[config.mk]
export PLATFORM = sky130hd
export DESIGN_NAME = gpu_cmd_tx_flat
export DESIGN_NICKNAME = d
export VERILOG_FILES = /design/src/rtl/gpu_cmd_tx_if.sv /design/src/rtl/gpu_cmd_tx.sv /design/src/flat_wrapper.sv
export SDC_FILE = /design/constraint.sdc
export NUM_CORES = 1
export LEC_CHECK = 0
export ABC_CLOCK_PERIOD_IN_PS = 5500
export CORE_ASPECT_RATIO = 0.9
export CORE_MARGIN = 4
export CORE_UTILIZATION = 25
export CTS_BUF_LIST = sky130_fd_sc_hd__clkbuf_4
export DETAILED_ROUTE_END_ITERATION = 16
export DONT_BUFFER_PORTS = 1
export GPL_ROUTABILITY_DRIVEN = 1
export SYNTH_ARGS = -nofsm -noshare
export SYNTH_HDL_FRONTEND = slang
export SYNTH_SLANG_ARGS = --single-unit
[constraint.sdc]
create_clock -name clk -period 5.5 [get_ports clk]
set_clock_uncertainty 0.2 [all_clocks]
set_input_delay 0.825 -clock clk [delete_from_list [all_inputs] [get_ports clk]]
set_output_delay 0.825 -clock clk [all_outputs]
set_load 0.03 [all_outputs]
[src/rtl/gpu_cmd_tx_if.sv]
// Command-source and GPU-bus signal bundle for gpu_cmd_tx.
// The slave modport is the transmitter's view; master is the CPU/GPU side.
interface gpu_cmd_tx_if #(
  parameter int FIFO_DEPTH = 4
);
  logic                          cmd_valid;
  logic                          cmd_ready;
  logic [1:0]                    cmd_code;
  logic [7:0]                    cmd_data;
  logic [1:0]                    interrupt_out;
  logic [7:0]                    data_out;
  logic                          interrupt_enable;
  logic                          busy;
  logic [$clog2(FIFO_DEPTH):0]   fifo_count;
  logic [15:0]                   sent_count;

  modport master (
    output cmd_valid, cmd_code, cmd_data,
    input  cmd_ready, interrupt_out, data_out, interrupt_enable,
    input  busy, fifo_count, sent_count
  );

  modport slave (
    input  cmd_valid, cmd_code, cmd_data,
    output cmd_ready, interrupt_out, data_out, interrupt_enable,
    output busy, fifo_count, sent_count
  );
endinterface

[src/rtl/gpu_cmd_tx.sv]
// GPU command transmitter: FIFO-buffered commands serialised onto the GPU bus
// with programmable setup / strobe pulse / hold timing.
module gpu_cmd_tx #(
  parameter int          FIFO_DEPTH   = 4,
  parameter int          SETUP_CYCLES = 2,
  parameter int          PULSE_CYCLES = 2,
  parameter int          HOLD_CYCLES  = 1,
  parameter logic [15:0] SENT_INIT    = 16'h0000
) (
  input  logic        clk,
  input  logic        reset,
  gpu_cmd_tx_if.slave bus
);
  localparam int AW = $clog2(FIFO_DEPTH);
  localparam int CW = AW + 1;

  typedef enum logic [1:0] {IDLE, SETUP, PULSE, HOLD} state_t;

  logic [9:0]    r_mem [FIFO_DEPTH];
  logic [AW-1:0] r_wr_ptr;
  logic [AW-1:0] r_rd_ptr;
  logic [CW-1:0] r_count;

  state_t        r_state;
  logic [15:0]   r_cnt;
  logic          r_strobe;
  logic [1:0]    r_code;
  logic [7:0]    r_data;
  logic [15:0]   r_sent;

  logic          w_full;
  logic          w_push;
  logic          w_pop;

  // ready depends only on occupancy, so a full FIFO never accepts even on a pop cycle
  assign w_full = (r_count == CW'(FIFO_DEPTH));
  assign w_push = bus.cmd_valid && !w_full;
  assign w_pop  = (r_state == IDLE) && (r_count != '0);

  always_ff @(posedge clk) begin
    if (w_push) begin
      r_mem[r_wr_ptr] <= {bus.cmd_code, bus.cmd_data};
    end
  end

  always_ff @(posedge clk or posedge reset) begin
    if (reset) begin
      r_wr_ptr <= '0;
      r_rd_ptr <= '0;
      r_count  <= '0;
    end else begin
      if (w_push) r_wr_ptr <= r_wr_ptr + AW'(1);
      if (w_pop)  r_rd_ptr <= r_rd_ptr + AW'(1);
      if (w_push && !w_pop)      r_count <= r_count + CW'(1);
      else if (!w_push && w_pop) r_count <= r_count - CW'(1);
    end
  end

  always_ff @(posedge clk or posedge reset) begin
    if (reset) begin
      r_state  <= IDLE;
      r_cnt    <= '0;
      r_strobe <= 1'b0;
      r_code   <= '0;
      r_data   <= '0;
      r_sent   <= SENT_INIT;
    end else begin
      case (r_state)
        IDLE: begin
          if (w_pop) begin
            {r_code, r_data} <= r_mem[r_rd_ptr];
            r_cnt            <= 16'(SETUP_CYCLES - 1);
            r_state          <= SETUP;
          end
        end
        SETUP: begin
          if (r_cnt == '0) begin
            r_strobe <= 1'b1;
            r_cnt    <= 16'(PULSE_CYCLES - 1);
            r_state  <= PULSE;
          end else begin
            r_cnt <= r_cnt - 16'd1;
          end
        end
        PULSE: begin
          if (r_cnt == '0) begin
            r_strobe <= 1'b0;
            r_cnt    <= 16'(HOLD_CYCLES - 1);
            r_sent   <= r_sent + 16'd1;
            r_state  <= HOLD;
          end else begin
            r_cnt <= r_cnt - 16'd1;
          end
        end
        HOLD: begin
          if (r_cnt == '0) r_state <= IDLE;
          else             r_cnt   <= r_cnt - 16'd1;
        end
        default: r_state <= IDLE;
      endcase
    end
  end

  assign bus.cmd_ready        = !w_full;
  assign bus.interrupt_out    = r_code;
  assign bus.data_out         = r_data;
  assign bus.interrupt_enable = r_strobe;
  assign bus.busy             = (r_state != IDLE) || (r_count != '0);
  assign bus.fifo_count       = r_count;
  assign bus.sent_count       = r_sent;
endmodule

[src/flat_wrapper.sv]
// flat-port wrapper written by rule: the top's interface ports become plain ports
module gpu_cmd_tx_flat 
#(
  parameter int          FIFO_DEPTH   = 4,
  parameter int          SETUP_CYCLES = 2,
  parameter int          PULSE_CYCLES = 2,
  parameter int          HOLD_CYCLES  = 1,
  parameter logic [15:0] SENT_INIT    = 16'h0000
)
  (clk, reset, bus_cmd_valid, bus_cmd_code, bus_cmd_data, bus_cmd_ready, bus_interrupt_out, bus_data_out, bus_interrupt_enable, bus_busy, bus_fifo_count, bus_sent_count);
  gpu_cmd_tx_if #(.FIFO_DEPTH(FIFO_DEPTH)) bus_i ();
  input  logic clk;
  input  logic reset;
  input wire logic [$bits(bus_i.cmd_valid)-1:0] bus_cmd_valid;
  input wire logic [$bits(bus_i.cmd_code)-1:0] bus_cmd_code;
  input wire logic [$bits(bus_i.cmd_data)-1:0] bus_cmd_data;
  output wire logic [$bits(bus_i.cmd_ready)-1:0] bus_cmd_ready;
  output wire logic [$bits(bus_i.interrupt_out)-1:0] bus_interrupt_out;
  output wire logic [$bits(bus_i.data_out)-1:0] bus_data_out;
  output wire logic [$bits(bus_i.interrupt_enable)-1:0] bus_interrupt_enable;
  output wire logic [$bits(bus_i.busy)-1:0] bus_busy;
  output wire logic [$bits(bus_i.fifo_count)-1:0] bus_fifo_count;
  output wire logic [$bits(bus_i.sent_count)-1:0] bus_sent_count;
  assign bus_i.cmd_valid = bus_cmd_valid;
  assign bus_i.cmd_code = bus_cmd_code;
  assign bus_i.cmd_data = bus_cmd_data;
  assign bus_cmd_ready = bus_i.cmd_ready;
  assign bus_interrupt_out = bus_i.interrupt_out;
  assign bus_data_out = bus_i.data_out;
  assign bus_interrupt_enable = bus_i.interrupt_enable;
  assign bus_busy = bus_i.busy;
  assign bus_fifo_count = bus_i.fifo_count;
  assign bus_sent_count = bus_i.sent_count;
  gpu_cmd_tx #(.FIFO_DEPTH(FIFO_DEPTH), .SETUP_CYCLES(SETUP_CYCLES), .PULSE_CYCLES(PULSE_CYCLES), .HOLD_CYCLES(HOLD_CYCLES), .SENT_INIT(SENT_INIT)) u_core (.clk(clk), .reset(reset), .bus(bus_i));
endmodule
* Word level (Yosys, flattened, before mapping)
Memory sizes are Yosys's and may differ from the RTL's. A register that Yosys moved wholly into a read port is not among the register bits.
Cells that the tools add are included.
** Word-level totals
- Register bits after elaboration :: 42
- RAM bits :: 40
- Input bits :: 13
- Logic and storage cells :: 59
- Memories kept :: 1
** Memory list
- u_core.r_mem :: words 4, bits a word 10, rd ports 1, clocked after Yosys merged registers in 1, write ports 1, RTL line gpu_cmd_tx.sv:19 : logic [9:0] r_mem [FIFO_DEPTH];
** Cells by class
- Add/sub/neg operators :: 6
- Equal/unequal tests :: 9
- Muxes and demuxes :: 17
- Reductions and logical operators :: 19
** Operator list (number)
- $mux W16 :: 4
- $pmux W16 S4 :: 1
- $add A16 B1 Y16 const B :: 1
- $logic_not A16 Y1 :: 1
- $sub A16 B1 Y16 const B :: 1
- $mux W2 :: 4
- $ne A2 B1 Y1 const B :: 4
- $pmux W2 S4 :: 1
- $mux W3 :: 2
- $reduce_and A2 Y1 :: 3
- $reduce_bool A2 Y1 :: 3
- $add A2 B1 Y2 const B :: 2
- $eq A2 B2 Y1 const B :: 2
- $logic_and A1 B1 Y1 :: 4
- $mux W1 :: 4
- $reduce_and A4 Y1 :: 1
- $add A3 B1 Y3 const B :: 1
- $eq A3 B3 Y1 const B :: 1
- $logic_not A1 Y1 :: 3
- $reduce_and A3 Y1 :: 1
- $reduce_bool A3 Y1 :: 1
- $sub A3 B1 Y3 const B :: 1
- $eq A2 B1 Y1 const B :: 1
- $logic_not A2 Y1 :: 1
- 3 further kinds :: 3

* Depth between registers and ports, before layout
- Word-level depth :: 7
- Mapped depth :: 10

* Worst setup path after synthesis
Ideal clock, no wire load.
- Path type :: register to register
- Start point :: reg u_core.r_count[0] (netlist: u_core.bus.fifo_count[0])
- End point :: reg u_core.r_count[2] (netlist: u_core.bus.fifo_count[2])
- Setup time :: 0.081 ns
- Data arrival time :: 2.440 ns
- Data required time :: 5.219 ns
- Setup slack :: 2.779 ns
- Stages on the path, launching flop included :: 9
- Path buffers :: 1
- Clock period less this slack :: 2.721 ns
- Cell sequence :: dfrtp_1 > o31ai_1 > clkbuf_1 > ha_1 > inv_1 > fa_1 > xor2_1 > nor2_1 > xor2_1
** Between the ends
- Cells in the longest elaborated chain, start to end :: 6
- Elaborated cells between the ends (all ways) :: 14
- Classes of those cells :: add/sub (2); eq/ne (1); mux (2); reduce/logical (9)
** Ends and longest elaborated chain
- start, declared :: RTL line gpu_cmd_tx.sv:22 : logic [CW-1:0] r_count;
- start signal, assigned :: RTL line gpu_cmd_tx.sv:54 : if (w_push && !w_pop) r_count <= r_count + CW'(1);
- start signal, assigned :: RTL line gpu_cmd_tx.sv:55 : else if (!w_push && w_pop) r_count <= r_count - CW'(1);
- parallel branches: the longest is 6 deep, another holds $sub A3 B1 Y3
Parallel ways; which one is timed is not known. The select of a mux whose other input is x is not followed.
A chain may end at the register's enable or synchronous reset.

* Worst setup path after layout
- Start point :: reg u_core.r_state[0]
- End point :: out bus_busy
** Between the ends
- Cells in the longest elaborated chain, start to end :: 2
** Ends and longest elaborated chain
- start, declared :: RTL line gpu_cmd_tx.sv:24 : state_t r_state;
- start signal, assigned :: RTL line gpu_cmd_tx.sv:61 : r_state <= IDLE;
- start signal, assigned :: RTL line gpu_cmd_tx.sv:73 : r_state <= SETUP;
- start signal, assigned :: RTL line gpu_cmd_tx.sv:80 : r_state <= PULSE;
- $reduce_bool A2 Y1 :: RTL line gpu_cmd_tx.sv:108 : assign bus.busy = (r_state != IDLE) || (r_count != '0);
- $logic_or A1 B1 Y1 :: RTL line gpu_cmd_tx.sv:108
- end, declared :: RTL line flat_wrapper.sv:21 : output wire logic [$bits(bus_i.busy)-1:0] bus_busy;
No other way between the ends.

==> summary.txt <==
Status
  – Status: finished clean

Clock network
  – CTS sink cnt: 92
  – CTS resizes: 0
  – H-Tree Depth: 3
  – CTS Root Cell: clkbuf_4
  – CTS Buffer Depth: 2
  – Num CTS Buffers: 9
  – Clk pin slew, worst setup/hold paths: 150 ps
  – Hold_buf cts: 0
  – CTS tree: done
  – Post-CTS Setup Repair Bufs: 0
  – Worst skew pair latency: 430 ps

Timing
  – Final Hold Vio Count: 0
  – Final min period: 3320 ps
  – Fin. max-slew vios: 0
  – Slew margin rel.: 0.337
  – Setup violators final: 0
  – RSZ-0062 raised after global routing: false
  – Tcrit/Tclk final: 0.603
  – Setup ws final: 2180 ps
  – Final setup TNS: 0 ps
  – Max Freq: 302 MHz
  – Slew @ Worst Pin: 986 ps

Global routing
  – First-pass GRT wire length: 14.0 mm
  – Largest net degree at the start of global routing: 53
  – Vias in the first global route: 2619
  – Initial antenna violation count: 0
  – Global route total overflow: 0
  – GRT Total Usage: 0.0980

Setup path
  – CP Launch Type: register
  – Crit-path most repeated cell: inv_1
  – Setup crit start: u_core.r_state[0]$_DFFE_PP0P_
  – CP Data Required Time: 4470 ps
  – Cell family with most CP delay: simple AND/OR/NAND/NOR gates
  – Reg-to-reg critical path startpoint: u_core.r_cnt[0]$_DFFE_PP0P_
  – Critical Path End Type: output port
  – Arr. time, crit path: 2290 ps
  – WS Path Type: reg -> out
  – Worst-path maximum fanout: 7
  – Crit-path max cell delay: 600 ps
  – Crit path cell chain: inv_1 -> ha_1 -> nor4b_1 -> inv_1
  – CP bufs+invs: 2
  – Crit-path slowest cell: nor4b_1

Floorplanning
  – Die width: 143 µm
  – Core region area: 16100 µm²
  – Cell row count: 44
  – Die H: 130 µm
  – Initial Utilization: 0.255
  – IO Count: 45
  – Die area: 18500 µm²

Layout
  – Final #Nets: 333
  – Final core occ: 0.280
  – Filler cells: 1630
  – Share of cells above drive strength 1: 0.157
  – Layout area overhead: 10.1%
  – Post-Layout Cell Count: 519
  – # diodes: 0

Synth
  – Yosys warns: 0
  – Synthesized flop and latch total: 92
  – Avg Inst Size Synth: 13.6 µm²
  – Post-synth EDFFs: 40
  – Syn_nets: 327
  – Distinct cells, synth: 48
  – Post-synth top flop: dfrtp_1
  – Sequential share of the synthesized area: 0.609
  – Ys async rst share: 0.565
  – Post-Syn Area: 4110 µm²
  – Cell count after synthesis: 301

Route
  – Vias per cell: 4.76
  – DR WL/cell: 16.4 µm
  – TritonRoute pass-1 iters: 4
  – Vias post-DR: 2468
  – DRC: 0
  – Final ANT Viol Nets: 0
  – Drt total wl: 8.53 mm
  – First DRT Iteration DRCs: 113

Place
  – Placed cells: 503
  – Port Buffers: 0
  – Hpwl dp: 5.98 mm
  – Pre-CTS setup slack: 2650 ps
  – Routability cong.: 0.773

Min path
  – Worst hold path class: in -> async

Flow run
  – Max cap viols: 0

Power
  – P_leak: 1.74 nW
  – VDD IR-drop max: 0.000244 V
  – Power per Cell Area: 568 nW/µm²
-- stage by stage --
step	instance area (µm²)	total power, W	hold WS, ps
floorplan	4110	0.00192	251
global placement	4360	0.00214	294
detailed placement	4360	0.00217	308
CTS	4520	0.00261	245
global route	4520	0.00277	222
finish	4520	0.00257	245
-- sequential cells by signal, indices dropped and copies added (netlist names) --
register	cells
u_core.bus.interrupt_out	2
u_core.r_state	2
u_core.bus.data_out	8
u_core.r_mem	40
u_core.r_rd_ptr	2
u_core.bus.fifo_count	3
u_core.bus.interrupt_enable	1
u_core.r_wr_ptr	2
u_core.bus.sent_count	16
u_core.r_cnt	16
-- layer usage --
metal	vias to the layer above	routed length [µm]	GRT usage
li1	1146	-	-
met1	1255	3510	0.122
met2	59	4290	0.161
met3	8	639	0.0354
met4	0	89	0.0302
met5	-	0	0
-- synthesized netlist by cell type (2+ instances only) --
| master | count | area [µm²] |
|---|---|---|
| nand4_1 | 9 | 56.3 |
| and3_1 | 5 | 31.3 |
| xnor2_1 | 15 | 131 |
| nor3b_1 | 2 | 15.0 |
| nor3_1 | 11 | 55.1 |
| a22o_1 | 2 | 17.5 |
| nor4_1 | 3 | 18.8 |
| mux2_2 | 12 | 135 |
| a21o_1 | 2 | 15.0 |
| o21ai_1 | 5 | 25.0 |
| nand3_1 | 6 | 30.0 |
| ha_1 | 12 | 150 |
| nand2_1 | 15 | 56.3 |
| and2_1 | 3 | 18.8 |
| a31oi_1 | 6 | 37.5 |
| clkbuf_1 | 5 | 18.8 |
| o31ai_1 | 4 | 30.0 |
| xor2_1 | 8 | 70.1 |
| o21ai_0 | 2 | 10.0 |
| inv_1 | 13 | 48.8 |
| or4_1 | 4 | 30.0 |
| edfxtp_1 | 40 | 1200 |
| dfrtp_1 | 52 | 1300 |
| o22ai_1 | 2 | 12.5 |
| or3_1 | 5 | 31.3 |
| mux4_2 | 10 | 225 |
| a21oi_1 | 7 | 35.0 |
| and4_1 | 4 | 35.0 |
| nor2_1 | 18 | 67.6 |
-- area by class of cell --
| type | count | area [µm²] | area share |
|---|---|---|---|
| clock buffers | 9 | 67.6 | 0.0149 |
| repair buffers | 3 | 22.5 | 0.00498 |
| well taps | 207 | 259 | 0.0572 |
| inverters | 13 | 48.8 | 0.0108 |
| multi-input cells | 188 | 1530 | 0.337 |
| clock inverters | 7 | 97.6 | 0.0216 |
| flip-flops and latches | 92 | 2500 | 0.553 |
-- layout by cell type, fill, tap and decap left out, types with 3 or more instances in the layout --
| cell type | instances |
|---|---|
| nand3_1 | 6 |
| a21oi_1 | 7 |
| nor3_1 | 11 |
| buf_4 | 3 |
| a31oi_1 | 6 |
| clkbuf_4 | 9 |
| nor4_1 | 3 |
| o31ai_1 | 3 |
| mux4_2 | 10 |
| dfrtp_1 | 52 |
| and4_1 | 4 |
| xor2_1 | 8 |
| or3_1 | 5 |
| and2_1 | 3 |
| nor2_1 | 18 |
| inv_1 | 12 |
| and3_1 | 5 |
| nand4_1 | 9 |
| ha_1 | 12 |
| xnor2_1 | 15 |
| mux2_2 | 12 |
| edfxtp_1 | 40 |
| or4_1 | 4 |
| nand2_1 | 15 |
| o21ai_1 | 5 |
-- cell families after synthesis --
logic type	after synthesis	synth area share
simple gates	93	0.129
flops	92	0.609
compound gates	36	0.0606
xor+xnor	23	0.0490
mux	23	0.0905
buf+inv	21	0.0204
fa+ha+maj	13	0.0414
-- power by group --
group / switching, W / internal (W)
registers: 0.000339 / 0.000910
clock network: 0.000237 / 0.000187
logic: 0.000488 / 0.000410
total: 0.00106 / 0.00151
-- worst paths after layout --
check	end	slack, ps	cells past startpoint
setup / recovery	bus_busy	2180	4
min in group clk	u_core.r_mem[0][3]$_DFFE_PP_	280	0
hold reg to reg	u_core.r_cnt[15]$_DFFE_PP0P_	320	1
hold / removal	u_core.bus.sent_count[14]$_DFFE_PP0P_	250	2
max in group asynchronous	u_core.r_cnt[1]$_DFFE_PP0P_	4380	2
setup reg to reg	u_core.bus.sent_count[7]$_DFFE_PP0P_	2700	7
No activity file was read; power rests on OpenSTA's default activity.
==> RTL edit 1 (same settings) <==
`HOLD_CYCLES` is set to 1 in 2 places; all go to 0.
--- a/src/rtl/gpu_cmd_tx.sv
+++ b/src/rtl/gpu_cmd_tx.sv
@@ -6,3 +6,3 @@
   parameter int          PULSE_CYCLES = 2,
-  parameter int          HOLD_CYCLES  = 1,
+  parameter int          HOLD_CYCLES  = 0,
   parameter logic [15:0] SENT_INIT    = 16'h0000
--- a/src/flat_wrapper.sv
+++ b/src/flat_wrapper.sv
@@ -6,3 +6,3 @@
   parameter int          PULSE_CYCLES = 2,
-  parameter int          HOLD_CYCLES  = 1,
+  parameter int          HOLD_CYCLES  = 0,
   parameter logic [15:0] SENT_INIT    = 16'h0000
Function: changed (a bounded check fails within 10 cycles, from zero or initial values and one cycle with reset high).
==> RTL edit 1 against the unedited design <==
- area after synthesis grew 3.1%
- core utilization grew 0.13 points
- final area grew 1.8%
- sequential cell count is the same
- routed wire length shrank 2.2%
- critical endpoint unchanged
- critical path depth is the same
- worst setup slack gained 0.39 ns
Power is not compared: it rests on default switching activity, and its combinational part moved more than twofold at a synthesized area within 25%.
==> RTL edit 1: results (changes against the unedited design) <==
Synthesis
  • Netlist cell types: 59 (was 48)
  • Commonest cells post-synth: dfrtp_1, edfxtp_1, nor2_1 (unchanged)
  • Register area share after synthesis: 0.591 (was 0.609)
  • Ys async rst share: 0.565 (unchanged)
  • Yosys warnings: 0 (unchanged)
  • Syn Area/Cell: 13.5 sq um (was 13.6 sq um)
  • Number of flops mapped to enable cells by yosys: 40 (unchanged)
  • Synth top area cells: dfrtp_1, edfxtp_1, mux4_2, ha_1, mux2_2 (unchanged)

Placed design
  • Dpl ws: 2.56 ns (was 2.65 ns)
  • DP HPWL: 5.85 mm (was 5.98 mm)
  • Placed insts: 513 (was 503)
  • I/O Buffers: 0 (unchanged)
  • Final Wtd Congestion: 0.777 (was 0.773)

Critical path
  • CP max-delay cell: dfrtp_1 (was nor4b_1)
  • Crit-path max FO: 9 (was 7)
  • R2R cell count: 8 (was 7)
  • Cell family with most CP delay: flip-flops (was simple AND/OR/NAND/NOR gates)
  • CP arrival: 1.90 ns (was 2.29 ns)
  • Worst path max stage delay: 0.44 ns (was 0.60 ns)

Status
  • Status: finished, final reports clean (unchanged)

Global routing
  • Global Route Usage Sum: 0.0893 (was 0.0980)
  • First-pass GRT wire length: 13.5 mm (was 14.0 mm)
  • Initial antenna violation count: 1 (was 0)
  • Largest net degree at the start of global routing: 41 (was 53)
  • Number of global-route vias before repair: 2414 (was 2619)

Detailed routing
  • Starting DRT DRC Count: 124 (was 113)
  • Via count: 2469 (was 2468)
  • Final wirelength: 8.35 mm (was 8.53 mm)
  • Detailed Routing Iterations Pass 1: 4 (unchanged)
  • Final ANT Viol Nets: 0 (unchanged)

Hold path
  • Hold Path Depth: 0
  • Worst hold-check path type: in -> reg (was in -> async)

Power and ir drop
  • P_leak: 1.79 nW
  • P_sw: 0.419 mW
  • VDD IR max: 0.215 mV

STA
  • Worst-margin pin slew: 0.712 ns (was 0.986 ns)
  • Final period utilization: 0.533 (was 0.603)

Clock network
  • H-tree Lvls: 3 (unchanged)
  • Clk buf depth: 2 (unchanged)
  • Root buf cell: clkbuf_4 (unchanged)
  • Post-CTS sizing: 0 (unchanged)
  • Later-pin clock latency in the skew report: 0.45 ns (was 0.43 ns)
  • Clock slew seen by the registers of the worst setup and hold paths: 0.17 ns (was 0.15 ns)
  • TritonCTS Buffers: 9 (unchanged)
  • Setup Fix Bufs, Post-CTS: 0 (unchanged)

Layout
  • Largest register FFs: 40 (unchanged)
  • Fillers: 1659 (was 1630)
  • Final Non-Filler Cells: 531 (was 519)
  • Largest Register: u_core.r_mem (unchanged)
  • Final nets: 344 (was 333)
  • Share of cells above drive strength 1: 0.170 (was 0.157)
RTL edit 1: cell count changes after synthesis, moves of 3 or more:
cell and change:
a31oi_1 -6, and3_1 +4, clkbuf_1 -3, nand3_1 +7, nand4_1 -5, nor2_1 +6, nor3_1 -6, o21ai_0 +11
or4_1 -4, xnor2_1 -5
RTL edit 1: timing repair:
action                                 4_1_cts  5_1_grt
hold buffers                                 1        0
setup endpoints to repair                    0        0
endpoints found under the hold margin       12        0
RTL edit 1: per-stage QoR:
step | cell area [sq um] | utilization | hold slack (ns)
CTS | 4600 | 0.282 | 0.215
detailed placement | 4450 | 0.272 | 0.341
global placement | 4450 | 0.272 | 0.325
global route | 4610 | 0.282 | 0.190
finish | 4610 | 0.282 | 0.254
floorplan | 4240 | - | 0.312
RTL edit 1: cells by family (layout without fill, tap and decap cells):
group | count (synthesis) | count (layout) | share of synthesized area
AND/OR/NAND/NOR | 97 | 97 | 0.138
flip-flops | 92 | 92 | 0.591
AO/OA/AOI/OAI | 46 | 46 | 0.0744
multiplexers | 23 | 23 | 0.0877
XOR/XNOR | 21 | 21 | 0.0452
buffers and inverters | 21 | 31 | 0.0239
adder cells (fa/ha/maj) | 13 | 13 | 0.0402
other | 0 | 1 | 0
RTL edit 1: path summary, 6_finish.rpt:
path                                     startpoint                       end
setup / recovery                  u_core.r_state[0]                  bus_busy
hold / removal                      bus_cmd_code[0]        u_core.r_mem[0][8]
setup reg to reg           u_core.bus.fifo_count[0]  u_core.bus.fifo_count[2]
hold reg to reg                   u_core.r_state[1]         u_core.r_state[1]
max in group asynchronous                     reset    u_core.bus.data_out[7]
min in group asynchronous                     reset  u_core.bus.sent_count[5]
RTL edit 1: power groups by stage:
stage | logic (mW) | registers (mW) | clock network (mW)
after floorplan | 0.119 | 0.864 | 0
after global placement | 0.151 | 0.875 | 0
after detailed placement | 0.163 | 0.880 | 0
after CTS | 0.164 | 0.866 | 0.392
after global routing | 0.176 | 0.873 | 0.421
final | 0.156 | 0.862 | 0.372
RTL edit 1: final cells by class:
type                            count  area (sq um)  share of cell area
Antenna cell                        1          2.50            0.000543
Tap cell                          207           259              0.0562
Inverter                           13          48.8              0.0106
Clock buffer                        9          67.6              0.0147
Timing Repair Buffer                2          17.5             0.00380
Clock inverter                      7          77.6              0.0168
Multi-Input combinational cell    200          1630               0.354
Sequential cell                    92          2500               0.543
RTL edit 1: routing by layer:
metal	global-route usage	wire length, um
met5	0	0
met4	0.0285	115
met3	0.0420	651
met2	0.138	3920
met1	0.111	3660
RTL edit 1: worst reg2reg max path, stage by stage, from the launching register on:
cell and delay [ns]:
dfrtp_1 0.59, nor3_1 0.29, nand2b_1 0.59, ha_1 0.30
inv_1 0.07, fa_1 0.38, xor2_1 0.17, nor2_1 0.11
xor2_1 0.15
==> RTL edit 2 (config.mk and constraints unchanged) <==
Made on the original files. Re-encode `state_t` (4 states) as one-hot, 4 bits wide.
--- a/src/rtl/gpu_cmd_tx.sv
+++ b/src/rtl/gpu_cmd_tx.sv
@@ -16,3 +16,3 @@
 
-  typedef enum logic [1:0] {IDLE, SETUP, PULSE, HOLD} state_t;
+  typedef enum logic [3:0] {IDLE = 4'b0001, SETUP = 4'b0010, PULSE = 4'b0100, HOLD = 4'b1000} state_t;
 
Check against the original RTL: no difference found for any inputs over 10 cycles, from zero or initial values and one cycle with reset high; not proved beyond that.
==> RTL edit 2 against the unedited design <==
- non-clock buffer count down 2
- clock power is 6.6% higher
- final area grew 0.83%
- core utilization barely moved
- routed wire length shrank 2.8%
- worst setup slack improved by 0.22 ns
- sequential cell count increased by 2
- power shrank 1.1%
- area after synthesis up 1.4%
- global-route usage fell by 0.36 points
- sequential share of layout area rose by 0.67 points
- critical path depth rose by 3
- synthesized cell count rose by 1.7%
- critical path type is now reg -> reg
- critical endpoint is now u_core.bus.fifo_count[1]
==> RTL edit 2: results (changes against the unedited design) <==
Detailed routing
  • Avg Vias per Cell: 4.63 (was 4.76)
  • Final wirelength: 8.29 mm (was 8.53 mm)
  • Starting DRT DRC Count: 123 (was 113)
  • Detailed Routing Iterations Pass 1: 4 (unchanged)

Placed design
  • DP HPWL: 5.83 mm (was 5.98 mm)
  • I/O Buffers: 0 (unchanged)
  • Final Wtd Congestion: 0.793 (was 0.773)

Global routing
  • Global Route Usage Sum: 0.0944 (was 0.0980)
  • Number of global-route vias before repair: 2468 (was 2619)
  • Largest net degree at the start of global routing: 55 (was 53)
  • Initial antenna violation count: 1 (was 0)
  • First-pass GRT wire length: 13.5 mm (was 14.0 mm)

Status
  • Status: finished, final reports clean (unchanged)

Synthesis
  • Post-Synth XOR/XNOR Area: 0.0547 (was 0.0490)
  • Ys async rst share: 0.574 (was 0.565)
  • Synth top area cells: dfrtp_1, edfxtp_1, mux4_2, xnor2_1, mux2_2 (was dfrtp_1, edfxtp_1, mux4_2, ha_1, mux2_2)
  • Netlist cell types: 46 (was 48)
  • Number of flops mapped to enable cells by yosys: 40 (unchanged)
  • Ys flop type: dfrtp_1 (unchanged)
  • Mux cell area share after synthesis: 0.0889 (was 0.0905)
  • Synth Area in Adders: 0.0288 (was 0.0414)
  • Yosys warnings: 0 (unchanged)
  • Register area share after synthesis: 0.613 (was 0.609)
  • Synth Area in Compound Gates: 0.0532 (was 0.0606)
  • Commonest cells post-synth: dfrtp_1, edfxtp_1, nand2_1, nor2_1, xnor2_1 (was dfrtp_1, edfxtp_1, nor2_1)
  • Syn nets: 328 (was 327)

Clock network
  • Later-pin clock latency in the skew report: 0.46 ns (was 0.43 ns)
  • Setup Fix Bufs, Post-CTS: 0 (unchanged)
  • Clk buf depth: 2 (unchanged)
  • H-tree Lvls: 3 (unchanged)
  • TritonCTS Buffers: 9 (unchanged)
  • Clock slew seen by the registers of the worst setup and hold paths: 0.16 ns
  • Post-CTS sizing: 0 (unchanged)
  • Root buf cell: clkbuf_4 (unchanged)

Critical path
  • R2R cell count: 7 (unchanged)
  • Reg2reg start: u_core.r_state[0] (was u_core.r_cnt[0])
  • Reg2reg end: u_core.bus.fifo_count[1] (was u_core.bus.sent_count[7])
  • Crit-path max FO: 14 (was 7)
  • CP arrival: 3.26 ns (was 2.29 ns)
  • R2r setup slk: 2.40 ns (was 2.70 ns)

STA
  • Rel. slew slack: 0.487 (was 0.337)

Layout
  • Largest register FFs: 40 (unchanged)
  • Share of cells above drive strength 1: 0.147 (was 0.157)
  • Largest Register: u_core.r_mem (unchanged)

Power and ir drop
  • VDD IR max: 0.315 mV (was 0.244 mV)
  • P_leak: 1.77 nW (was 1.74 nW)

Hold path
  • Worst hold-check path type: in -> async (unchanged)
==> RTL edit 2: cell count changes in the layout (fill, tap and decap cells not counted), sizes merged, moves of 3 or more <==
cell    change
a31oi       -5
ha          -4
a21oi       +4
or3         +3
nor4b       +3
nand2b      +4
nand4       -6
a211oi      +3
==> RTL edit 2: final cells by class <==
class | instances | area (sq um)
Multi-Input combinational cell | 192 | 1530
Clock buffer | 9 | 67.6
Timing Repair Buffer | 1 | 7.51
Inverter | 9 | 33.8
Fill cell | 1623 | 11700
Sequential cell | 94 | 2550
Tap cell | 207 | 259
Clock inverter | 7 | 111
Antenna cell | 1 | 2.50
==> RTL edit 2: cells by family (layout without fill, tap and decap cells) <==
| group | Yosys count | in the layout |
|---|---|---|
| AO/OA/AOI/OAI | 34 | 34 |
| XOR/XNOR | 26 | 26 |
| flip-flops | 94 | 94 |
| AND/OR/NAND/NOR | 100 | 100 |
| other | 0 | 1 |
| adder cells (fa/ha/maj) | 9 | 9 |
| buffers and inverters | 20 | 26 |
| multiplexers | 23 | 23 |
==> RTL edit 2: through the flow <==
| stage | std cells | total power [mW] | area, sq um | hold WS (ns) |
|---|---|---|---|---|
| finish | 520 | 2.54 | 4560 | 0.206 |
| global route | 520 | 2.74 | 4560 | 0.176 |
| CTS | 519 | 2.58 | 4560 | 0.198 |
| detailed placement | 503 | 2.13 | 4380 | 0.347 |
| global placement | 503 | 2.08 | 4380 | 0.327 |
| floorplan | 306 | 1.92 | 4170 | 0.305 |
==> RTL edit 2: worst max-delay path: stages, from the launching register on <==
cell and delay (ns):
dfstp_2 0.61, nor4b_1 0.34, and2b_1 0.63, inv_1 0.19, ha_1 0.28, inv_1 0.08
fa_1 0.40, mux2_2 0.27
==> RTL edit 2: how the worst max path moves through the flow <==
stage,endpoint,start,depth (start not counted),slack [ns]
floorplan,u_core.bus.fifo_count[1],u_core.r_state[2],9,2.80
global placement,u_core.bus.fifo_count[1],u_core.r_state[0],7,2.51
detailed placement,u_core.bus.fifo_count[1],u_core.r_state[0],7,2.37
CTS,u_core.bus.fifo_count[1],u_core.r_state[0],7,2.39
global route,u_core.bus.fifo_count[1],u_core.r_state[1],7,2.21
finish,u_core.bus.fifo_count[1],u_core.r_state[0],7,2.40
==> RTL edit 2: power breakdown <==
group	internal [mW]	switching [mW]
combinational	0.384	0.474
clock	0.196	0.256
sequential	0.925	0.309
==> RTL edit 2: layer usage <==
| layer | vias up | wire length (um) | global-route usage |
|---|---|---|---|
| li1 | 1129 | - | - |
| met1 | 1224 | 3660 | 0.118 |
| met2 | 46 | 3950 | 0.149 |
| met3 | 11 | 546 | 0.0342 |
| met4 | 0 | 140 | 0.0399 |
| met5 | - | 0 | 0 |
